## src/rtl/cordic_pkg.sv

```systemverilog
// Shared constants, opcodes and FSM state type for the CORDIC sin/cos unit.
// Angles are radians in Q16.16.
package cordic_pkg;

  localparam logic [3:0] SIN     = 4'b0000;
  localparam logic [3:0] COS     = 4'b0001;
  localparam logic [3:0] ADD     = 4'b0010;
  localparam logic [3:0] SUB     = 4'b0011;
  localparam logic [3:0] MULT    = 4'b0100;
  localparam logic [3:0] DIV     = 4'b0101;
  localparam logic [3:0] DEFAULT = 4'b1111;

  localparam int CORDIC_K = 39797;
  localparam int HALF_PI  = 102944;
  localparam int PI       = 205887;

  typedef enum logic [1:0] {
    ST_IDLE,
    ST_PREP,
    ST_ROTATE,
    ST_DONE
  } state_t;

  function automatic logic op_ok(input logic [3:0] op);
    logic ok;
    ok = 1'b0;
    case (op)
      SIN, COS: ok = 1'b1;
      ADD, SUB, MULT, DIV, DEFAULT: ok = 1'b0;
      default: ok = 1'b0;
    endcase
    return ok;
  endfunction

endpackage

```

## src/rtl/cordic_sincos_unit_if.sv

```systemverilog
// Calculator enable/done request bus; master drives the request,
// slave (the CORDIC unit) answers with result/done/busy/op_err.
interface cordic_sincos_unit_if #(
  parameter int WIDTH = 32
);
  logic             enable;
  logic [3:0]       operation;
  logic [WIDTH-1:0] z_in;
  logic [WIDTH-1:0] result;
  logic             done;
  logic             busy;
  logic             op_err;

  modport master (
    output enable, operation, z_in,
    input  result, done, busy, op_err
  );

  modport slave (
    input  enable, operation, z_in,
    output result, done, busy, op_err
  );
endinterface

```

## src/rtl/cordic_atan_lut.sv

```systemverilog
// Combinational atan(2^-i) table in Q16.16 for the CORDIC rotations.
module cordic_atan_lut #(
  parameter int WIDTH = 32
) (
  input  logic [3:0]       i_idx,
  output logic [WIDTH-1:0] o_atan
);
  always_comb begin
    o_atan = '0;
    case (i_idx)
      4'd0:  o_atan = WIDTH'(51472);
      4'd1:  o_atan = WIDTH'(30386);
      4'd2:  o_atan = WIDTH'(16055);
      4'd3:  o_atan = WIDTH'(8150);
      4'd4:  o_atan = WIDTH'(4091);
      4'd5:  o_atan = WIDTH'(2047);
      4'd6:  o_atan = WIDTH'(1024);
      4'd7:  o_atan = WIDTH'(512);
      4'd8:  o_atan = WIDTH'(256);
      4'd9:  o_atan = WIDTH'(128);
      4'd10: o_atan = WIDTH'(64);
      4'd11: o_atan = WIDTH'(32);
      4'd12: o_atan = WIDTH'(16);
      4'd13: o_atan = WIDTH'(8);
      4'd14: o_atan = WIDTH'(4);
      4'd15: o_atan = WIDTH'(2);
      default: o_atan = '0;
    endcase
  end
endmodule

```

## src/rtl/cordic_sincos_unit.sv

```systemverilog
// Iterative rotation-mode CORDIC sin/cos engine, Q16.16.
// Define CORDIC_QUADRANT_EN to fold |z| > pi/2 into range.
module cordic_sincos_unit #(
  parameter int WIDTH      = 32,
  parameter int ITERATIONS = 16
) (
  input logic             clk,
  input logic             rst,
  cordic_sincos_unit_if.slave bus
);
  import cordic_pkg::*;

  localparam int DW = WIDTH + 2;
  localparam logic [3:0] LAST = 4'(ITERATIONS - 1);
  localparam logic signed [DW-1:0] C_K    = DW'(CORDIC_K);
`ifdef CORDIC_QUADRANT_EN
  localparam logic signed [DW-1:0] C_HPI  = DW'(HALF_PI);
  localparam logic signed [DW-1:0] C_NHPI = DW'(-HALF_PI);
  localparam logic signed [DW-1:0] C_PI   = DW'(PI);
`endif

  state_t r_state, w_state_nxt;

  logic [3:0]              r_op;
  logic [3:0]              r_i;
  logic signed [DW-1:0]    r_x, r_y, r_z;
  logic [WIDTH-1:0]        r_result;
  logic                    r_op_err;
`ifdef CORDIC_QUADRANT_EN
  logic                    r_fold;
`endif

  logic                    w_ok;
  logic                    w_d;
  logic [WIDTH-1:0]        w_atan;
  logic signed [DW-1:0]    w_atan_ext;
  logic signed [DW-1:0]    w_shx, w_shy;
  logic signed [DW-1:0]    w_x_nxt, w_y_nxt, w_z_nxt;
  logic [WIDTH-1:0]        w_pick, w_res;
  logic                    w_done, w_busy;

  cordic_atan_lut #(.WIDTH(WIDTH)) u_lut (
    .i_idx  (r_i),
    .o_atan (w_atan)
  );

  assign w_ok       = op_ok(bus.operation);
  assign w_d        = ~r_z[DW-1];
  assign w_atan_ext = {{2{w_atan[WIDTH-1]}}, w_atan};
  assign w_shx      = r_x >>> r_i;
  assign w_shy      = r_y >>> r_i;
  assign w_x_nxt    = w_d ? r_x - w_shy : r_x + w_shy;
  assign w_y_nxt    = w_d ? r_y + w_shx : r_y - w_shx;
  assign w_z_nxt    = w_d ? r_z - w_atan_ext : r_z + w_atan_ext;

  assign w_pick = (r_op == COS) ? w_x_nxt[WIDTH-1:0]
                                : w_y_nxt[WIDTH-1:0];
`ifdef CORDIC_QUADRANT_EN
  assign w_res = r_fold ? -w_pick : w_pick;
`else
  assign w_res = w_pick;
`endif

  always_ff @(posedge clk) begin
    if (rst) r_state <= ST_IDLE;
    else     r_state <= w_state_nxt;
  end

  always_comb begin
    w_state_nxt = r_state;
    unique case (r_state)
      ST_IDLE:
        if (bus.enable)
          w_state_nxt = w_ok ? ST_PREP : ST_DONE;
      ST_PREP:   w_state_nxt = ST_ROTATE;
      ST_ROTATE:
        if (r_i == LAST) w_state_nxt = ST_DONE;
      ST_DONE:   w_state_nxt = ST_IDLE;
      default:   w_state_nxt = ST_IDLE;
    endcase
  end

  always_comb begin
    w_done = (r_state == ST_DONE);
    w_busy = (r_state != ST_IDLE);
  end

  // result/op_err load on the edge into DONE so they are valid with done
  always_ff @(posedge clk) begin
    if (rst) begin
      r_op     <= SIN;
      r_i      <= '0;
      r_x      <= '0;
      r_y      <= '0;
      r_z      <= '0;
      r_result <= '0;
      r_op_err <= 1'b0;
`ifdef CORDIC_QUADRANT_EN
      r_fold   <= 1'b0;
`endif
    end else begin
      unique case (r_state)
        ST_IDLE:
          if (bus.enable) begin
            r_op <= bus.operation;
            r_z  <= {{2{bus.z_in[WIDTH-1]}}, bus.z_in};
            if (!w_ok) begin
              r_result <= '0;
              r_op_err <= 1'b1;
            end
          end
        ST_PREP: begin
          r_x <= C_K;
          r_y <= '0;
          r_i <= '0;
`ifdef CORDIC_QUADRANT_EN
          if (r_z > C_HPI) begin
            r_z    <= r_z - C_PI;
            r_fold <= 1'b1;
          end else if (r_z < C_NHPI) begin
            r_z    <= r_z + C_PI;
            r_fold <= 1'b1;
          end else begin
            r_fold <= 1'b0;
          end
`endif
        end
        ST_ROTATE: begin
          r_x <= w_x_nxt;
          r_y <= w_y_nxt;
          r_z <= w_z_nxt;
          r_i <= r_i + 4'd1;
          if (r_i == LAST) begin
            r_result <= w_res;
            r_op_err <= 1'b0;
          end
        end
        ST_DONE: ;
        default: ;
      endcase
    end
  end

  assign bus.result = r_result;
  assign bus.op_err = r_op_err;
  assign bus.done   = w_done;
  assign bus.busy   = w_busy;

endmodule
```

## src/flat_wrapper.sv

```systemverilog
// flat-port wrapper written by rule: the top's interface ports become plain ports
module cordic_sincos_unit_flat import cordic_pkg::*;
#(
  parameter int WIDTH      = 32,
  parameter int ITERATIONS = 16
)
  (clk, rst, bus_enable, bus_operation, bus_z_in, bus_result, bus_done, bus_busy, bus_op_err);
  cordic_sincos_unit_if #(.WIDTH(WIDTH)) bus_i ();
  input logic clk;
  input logic rst;
  input wire logic [$bits(bus_i.enable)-1:0] bus_enable;
  input wire logic [$bits(bus_i.operation)-1:0] bus_operation;
  input wire logic [$bits(bus_i.z_in)-1:0] bus_z_in;
  output wire logic [$bits(bus_i.result)-1:0] bus_result;
  output wire logic [$bits(bus_i.done)-1:0] bus_done;
  output wire logic [$bits(bus_i.busy)-1:0] bus_busy;
  output wire logic [$bits(bus_i.op_err)-1:0] bus_op_err;
  assign bus_i.enable = bus_enable;
  assign bus_i.operation = bus_operation;
  assign bus_i.z_in = bus_z_in;
  assign bus_result = bus_i.result;
  assign bus_done = bus_i.done;
  assign bus_busy = bus_i.busy;
  assign bus_op_err = bus_i.op_err;
  cordic_sincos_unit #(.WIDTH(WIDTH), .ITERATIONS(ITERATIONS)) u_core (.clk(clk), .rst(rst), .bus(bus_i));
endmodule
```

## config.mk

```make
export PLATFORM = sky130hd
export DESIGN_NAME = cordic_sincos_unit_flat
export DESIGN_NICKNAME = d
export VERILOG_FILES = /design/src/rtl/cordic_pkg.sv /design/src/rtl/cordic_sincos_unit_if.sv /design/src/rtl/cordic_atan_lut.sv /design/src/rtl/cordic_sincos_unit.sv /design/src/flat_wrapper.sv
export SDC_FILE = /design/constraint.sdc
export NUM_CORES = 1
export LEC_CHECK = 0
export CAP_MARGIN = 20
export CORE_MARGIN = 2
export CORE_UTILIZATION = 30
export DETAILED_ROUTE_END_ITERATION = 7
export DONT_BUFFER_PORTS = 1
export PLACE_DENSITY_LB_ADDON = 0.25
export SYNTH_ARGS = -nofsm -noshare
export SYNTH_HDL_FRONTEND = slang
export SYNTH_HIERARCHICAL = 1
export SYNTH_SLANG_ARGS = --single-unit
```

## constraint.sdc

```tcl
create_clock -name clk -period 10.3 [get_ports clk]
set_clock_uncertainty 0.2 [all_clocks]
set_input_delay 1.03 -clock clk [delete_from_list [all_inputs] [get_ports clk]]
set_output_delay 1.03 -clock clk [all_outputs]
set_load 0.1 [all_outputs]
```

---- Yosys cells after proc, flatten, opt, wreduce, memory -nomap -nowiden ----
Memories as Yosys holds them, arrays and structs flattened. A register that Yosys moved wholly into a read port is not among the register bits.
Index checks and enable logic that the tools add are counted.
word-level totals
  register bits ........................... 145
  memory bits (read-only) ................. 256
  input port bits ......................... 39
  output and inout bits ................... 35
  word-level logic and storage cells ...... 61
  memories kept ........................... 1
cells by class
  add/subtract/negate cells ............... 7
  eq/ne operators ......................... 9
  shifts and indexed selects .............. 2
  mux-type cells .......................... 24
  reduce and logical (&&, ||, !) cells .... 10
memory list
  memory           words  bits a word  rd ports  clocked after Yosys merged registers in  write ports  line                   RTL
  (no name shown)  16     16           1         1                                        0            cordic_atan_lut.sv:10  case (i_idx)
operators with widths
  cell                                                                   count
  34-bit one-hot mux with 2 select lines                                 3
  34-bit two-way mux                                                     4
  32-bit two-way mux                                                     4
  34-bit adder                                                           2
  34-bit by 4-bit >>> shifter with 34-bit output                         2
  34-bit subtractor                                                      2
  32-bit one-hot mux with 2 select lines                                 1
  34-bit by 32-bit adder with 34-bit output                              1
  34-bit by 32-bit subtractor with 34-bit output                         1
  4-bit by 1-bit equality test with 1-bit output, second input constant  2
  4-bit two-way mux                                                      2
  2-bit one-hot mux with 4 select lines                                  1
  4-bit one-hot mux with 2 select lines                                  1
  2-bit two-way mux                                                      3
  2-bit AND reduction                                                    3
  2-bit nonzero test                                                     3
  4-bit by 1-bit adder with 4-bit output, second input constant          1
  2-bit equality test, second input constant                             2
  4-bit equality test, second input constant                             1
  4-bit zero test                                                        1
  1-bit two-way mux                                                      4
  2-bit != test, second input constant                                   2
  4-bit AND reduction                                                    1
  2-bit by 1-bit equality test with 1-bit output, second input constant  1
  other kinds (4)                                                        4

---- Depth between registers and ports, before layout ----
  depth in word-level cells ............... 6
  depth in mapped cells ................... 27
  depth with buffers taken out ............ 22

---- Modules after synthesis ----
The synthesis kept the hierarchy.
modules (own cells, without submodules)
  module              instances  cells an instance  area each (um2)  sequential area each (um2)
  cordic_sincos_unit  1          2091               16657.2          2902.8
  cordic_atan_lut     1          65                 459.2            0.0

---- Worst setup path before layout ----
Ideal clock, no wire load.
  path type ............................... reg2reg
  start point ............................. reg u_core.r_i[0]
  end point ............................... reg u_core.r_x[31]
  setup time .............................. 0.128 ns
  data arrival time ....................... 5.902 ns
  data required time ...................... 9.972 ns
  slack ................................... 4.070 ns
  stages on the path, launching flop included .. 27
  path buffers ............................ 9
  clock period less this slack ............ 6.230 ns
  cells stage by stage .................... dfxtp_1 -> buf_2 -> buf_2 -> buf_2 -> buf_2 -> buf_2 -> buf_2 -> buf_1 -> buf_1 -> a21oi_1 -> o21a_1 -> ha_1 -> o21a_1 -> and3b_1 -> a21oi_1 -> xnor2_1 -> ha_1 -> clkbuf_1 -> a21oi_1 -> o21a_1 -> a21boi_0 -> a21oi_1 -> a2111oi_0 -> nor3_1 -> or3_1 -> a32oi_1 -> nor2_1
on the way
  cells in the longest elaborated chain, start to end .. 4
  elaborated cells on any way between the ends .. 5
  those cells by class .................... 2 x add/sub; 1 x shift; 2 x mux
RTL lines
  element                                            line                       RTL
  start, declared                                    cordic_sincos_unit.sv:25   logic [3:0] r_i;
  start signal, assigned                             cordic_sincos_unit.sv:132  r_i <= r_i + 4'd1;
  34-bit by 4-bit >>> shifter with 34-bit output *   cordic_sincos_unit.sv:51   assign w_shy = r_y >>> r_i;
  34-bit subtractor or 34-bit adder (tied branches)  cordic_sincos_unit.sv:52   assign w_x_nxt = w_d ? r_x - w_shy : r_x + w_shy;
  34-bit two-way mux *                               cordic_sincos_unit.sv:52
  34-bit one-hot mux with 2 select lines *           cordic_sincos_unit.sv:102  unique case (r_state)
  end signal, assigned                               cordic_sincos_unit.sv:129  r_x <= w_x_nxt;
  end, declared                                      cordic_sincos_unit.sv:26   logic signed [DW-1:0] r_x, r_y, r_z;
Mark *: on every way between the ends. The rest lies on a longest branch, timed or not.
A chain may end at the register's enable or synchronous reset.

---- Worst setup path after layout ----
  start point ............................. reg u_core.r_i[1]
  end point ............................... reg u_core.r_result[30], in the netlist u_core/bus.result[30]
on the way
  cells in the longest elaborated chain, start to end .. 6
  elaborated cells on any way between the ends .. 14
  those cells by class .................... 4 x add/sub; 2 x eq/ne; 2 x shift; 5 x mux; 1 x reduce/logical
RTL lines
  element                                                            line                                                RTL
  34-bit by 4-bit >>> shifter with 34-bit output (on tied branches)  cordic_sincos_unit.sv:50, cordic_sincos_unit.sv:51
  34-bit adder (tied with other cells)                               cordic_sincos_unit.sv:53                            assign w_y_nxt = w_d ? r_y + w_shx : r_y - w_shx;
  34-bit two-way mux (on tied branches)                              cordic_sincos_unit.sv:53, cordic_sincos_unit.sv:52
  32-bit two-way mux                                                 cordic_sincos_unit.sv:56                            assign w_pick = (r_op == COS) ? w_x_nxt[WIDTH-1:0]
  32-bit two-way mux                                                 cordic_sincos_unit.sv:133                           if (r_i == LAST) begin
  32-bit one-hot mux with 2 select lines                             cordic_sincos_unit.sv:102
  end signal, assigned                                               cordic_sincos_unit.sv:134                           r_result <= w_res;
  end, declared                                                      cordic_sincos_unit.sv:27                            logic [WIDTH-1:0] r_result;
Several ways; a longest one is shown, not always the timed one. The select of a mux whose other input is x is not followed.

==> impl_metrics.py <==
metrics = {
    "detailed_routing": {
        "routed-via-count": 16880,
        "wirelength_um": 61930,
        "via_per_inst": 5.947,
        "ant_nets": 0,
        "drt_iter0_drc": 1489,
        "first_pass_iters": 5,
        "routedWlPerCell_um": 21.82,
        "drc": 0,
    },
    "outcome": {
        "status": "finished, final reports clean",
    },
    "timing": {
        "slew_violations": 0,
        "hold_viol": 0,
        "setup_tns_ns": 0,
        "rsz0062_at_grt": "false",
        "finalHoldWorstSlack_ns": 0.2624,
        "fmax_mhz": 139.9,
        "tightest_slew_ns": 1.231,
        "relSlewSlack_pct": 16.91,
        "period_needed_ns": 7.151,
        "setup_viol": 0,
        "fin_crit_sh_pct": 69.42,
    },
    "yosys": {
        "synth_area_leaders": "dfxtp_1 (17%), mux4_2 (8.8%), ha_1 (8.3%)",
        "yosysTopAreaCell": "dfxtp_1",
        "yosysUniqueCellTypes": 92,
        "yosys_warnings": 6,
        "synth_top_cell_area_share_pct": 16.96,
        "syn-cell-area_um2": 17120,
        "async_reset_ff_share_pct": 0,
        "synth_seq_area_share_pct": 16.96,
        "ys_ff_latch": 145,
        "avgSynthCellArea_um2": 7.939,
        "synth_edf_count": 0,
        "synthCells": 2156,
        "synth-main-ff-cell": "dfxtp_1",
    },
    "cts": {
        "clockBufferDepth": 2,
        "cts_tree": "yes",
        "htree_levels": 4,
        "cts_inserted_buffers": 17,
        "clock_latency_ns": 0.47,
        "path_clk_slew_ns": 0.06,
        "cts_resized": 0,
        "cts_sinks": 145,
        "post_cts_buffers": 0,
        "clockRootBuffer": "clkbuf_16",
        "ctsHoldBuffers": 0,
    },
    "setup_path": {
        "crit_type": "reg -> reg",
        "r2r_end": "u_core/bus.result[30]$_SDFFE_PP0P_",
        "end_kind": "register",
        "r2r-start": "u_core/r_i[1]$_SDFFE_PP0P_",
        "r2r_slack_ns": 3.15,
        "critPathRequiredTime_ns": 10.45,
        "rr_worst_depth": 20,
        "crit_path_max_fanout": 67,
        "arrival_ns": 7.30,
        "critPathLaunchType": "register",
    },
    "die": {
        "initial_core_util_pct": 30.36,
        "coreArea_um2": 56390,
        "rows": 87,
        "io-pin-count": 74,
        "die_area_um2": 58980,
        "die_w_um": 242.9,
        "dieHeight_um": 242.9,
    },
    "cells_and_area": {
        "fin_nets": 2224,
        "final_layout_size_suffix_gt1_share_pct": 9.515,
        "syn_to_final_growth_pct": 6.374,
        "final_common_cell": "nor2_1",
        "final_cell_mix": "nor2_1 (234), a21oi_1 (198), nand2_1 (171)",
    },
    "power_and_ir_drop": {
        "clkPwrFrac_pct": 9.1,
        "seqPwrFrac_pct": 15.8,
        "p_per_area_nw_per_um2": 392.1,
        "power.internal_mw": 3.065,
        "irDropWorstVdd_v": 0.0002083,
        "comb_power_share_pct": 75.1,
        "p_sw_mw": 4.073,
        "p_leak_nw": 6.977,
        "switching_share_pct": 57.06,
    },
    "worst_hold_path": {
        "min_to": "u_core/r_z[2]$_SDFFE_PP0P_",
        "hold_path_class": "reg -> reg",
        "hold_path.startpoint": "u_core/r_z[2]$_SDFFE_PP0P_",
        "hold_depth": 2,
    },
    "placement": {
        "globalplace.congestion": 0.9068,
        "dp_hpwl_um": 46090,
        "portBuffers": 0,
    },
    "global_routing": {
        "grt_usage_pct": 20.46,
        "grt_pass1_wl_um": 94330,
        "antenna_found_initial": 1,
        "gr-total-overflow": 0,
        "grt_pass1_vias": 15940,
        "gr-usage-met3_pct": 4.080,
        "grt-busiest-layer": "met2",
        "grt_max_degree": 120,
        "met1_usage_pct": 27.03,
        "grt.met2_usage_pct": 32.52,
    },
    "run": {
        "cap_violations": 0,
    },
}
[layout make-up]
type,instances,area [um^2]
Fill cell,6060,38180
Multi-Input combinational cell,1823,13350
Sequential cell,145,2922
Tap cell,756,945.9
Clock buffer,21,460.4
Inverter,57,214.0
Timing Repair Buffer,24,180.2
Clock inverter,11,128.9
Antenna cell,1,2.502
[power by group through the flow]
| stage | clock [mW] | sequential [mW] | combinational (mW) |
|---|---|---|---|
| after global placement | 0 | 1.13 | 5.21 |
| after floorplan | 0 | 0.980 | 3.93 |
| final | 0.651 | 1.13 | 5.36 |
| after global routing | 0.685 | 1.14 | 5.82 |
| after detailed placement | 0 | 1.13 | 5.23 |
| after CTS | 0.671 | 1.12 | 5.27 |
[cell families after synthesis]
| group | Yosys count | synth area share, % |
|---|---|---|
| multiplexers | 171 | 15.57 |
| other | 1 | 0.02191 |
| AND/OR/NAND/NOR | 694 | 19.49 |
| buffers and inverters | 203 | 5.512 |
| AO/OA/AOI/OAI | 676 | 26.14 |
| XOR/XNOR | 149 | 7.624 |
| flip-flops | 145 | 16.96 |
| adder cells (fa/ha/maj) | 117 | 8.684 |
[worst max path at each step]
| stage | start | endpoint | slack, ns | depth (start not counted) |
|---|---|---|---|---|
| 6_report | u_core/r_i[1]$_SDFFE_PP0P_ | u_core/bus.result[30]$_SDFFE_PP0P_ | 3.15 | 20 |
| 5_1_grt | u_core/r_i[1]$_SDFFE_PP0P_ | u_core/bus.result[30]$_SDFFE_PP0P_ | 2.66 | 20 |
| 4_1_cts | u_core/r_i[1]$_SDFFE_PP0P_ | u_core/bus.result[30]$_SDFFE_PP0P_ | 3.19 | 20 |
| 3_5_place_dp | u_core/r_i[1]$_SDFFE_PP0P_ | u_core/bus.result[30]$_SDFFE_PP0P_ | 3.24 | 20 |
| 3_3_place_gp | u_core/r_i[1]$_SDFFE_PP0P_ | u_core/bus.result[30]$_SDFFE_PP0P_ | 3.35 | 20 |
| 2_1_floorplan | u_core/r_i[0]$_SDFFE_PP0P_ | u_core/r_x[31]$_SDFFE_PP0P_ | 4.07 | 26 |
[metrics by stage]
step | instance area, um^2 | utilization [%] | instances | power (mW) | worst slack (ns)
finish | 18210 | 32.29 | 2838 | 7.138 | 3.149
global route | 18210 | 32.29 | 2837 | 7.648 | 2.656
CTS | 18210 | 32.29 | 2837 | 7.061 | 3.195
detailed placement | 17620 | 31.24 | 2805 | 6.364 | 3.237
global placement | 17620 | 31.24 | 2805 | 6.339 | 3.351
floorplan | 17170 | - | 2171 | 4.908 | 4.070
[flip-flops by register name (all words and copies together), names as in the netlist]
name               cells
u_core/r_x            34
u_core/r_y            34
u_core/r_z            34
u_core/bus.result     32
u_core/r_i             4
u_core/r_op            4
u_core/r_state         2
u_core/bus.op_err      1
[metal layers]
| metal | wire [um] | share of wire, % |
|---|---|---|
| met1 | 27310 | 44 |
| met4 | 2237 | 3.6 |
| met2 | 27790 | 45 |
| met5 | 13 | 0.021 |
| met3 | 4579 | 7.4 |
[Yosys cell counts, types with 56 or more instances]
cell and count:
dfxtp_1 145, xnor2_1 71, xor2_1 78, inv_1 56, clkbuf_1 81, a21oi_1 198, mux4_2 67, nor2_1 235
ha_1 114, nand3_1 64, o21ai_0 105, nand2_1 171, mux2i_1 60
[critical path, cell delays in order, from the launching register on]
cell and delay [ns]:
dfxtp_4 0.96, buf_4 0.70, mux4_2 0.63, mux2_2 0.29, nor2_1 0.17, o21ai_1 0.20
nor2_1 0.45, nand2_1 0.17, o211a_1 0.24, a31oi_1 0.14, o221ai_1 0.14, ha_1 0.40
o21ai_0 0.11, nand2b_1 0.10, a21oi_1 0.11, nor4_1 0.82, o2111ai_1 0.28, a21oi_1 0.27
nor3_1 0.10, xnor2_1 0.15, a221o_1 0.32
Note: power is estimated with default switching activity, not from simulation.
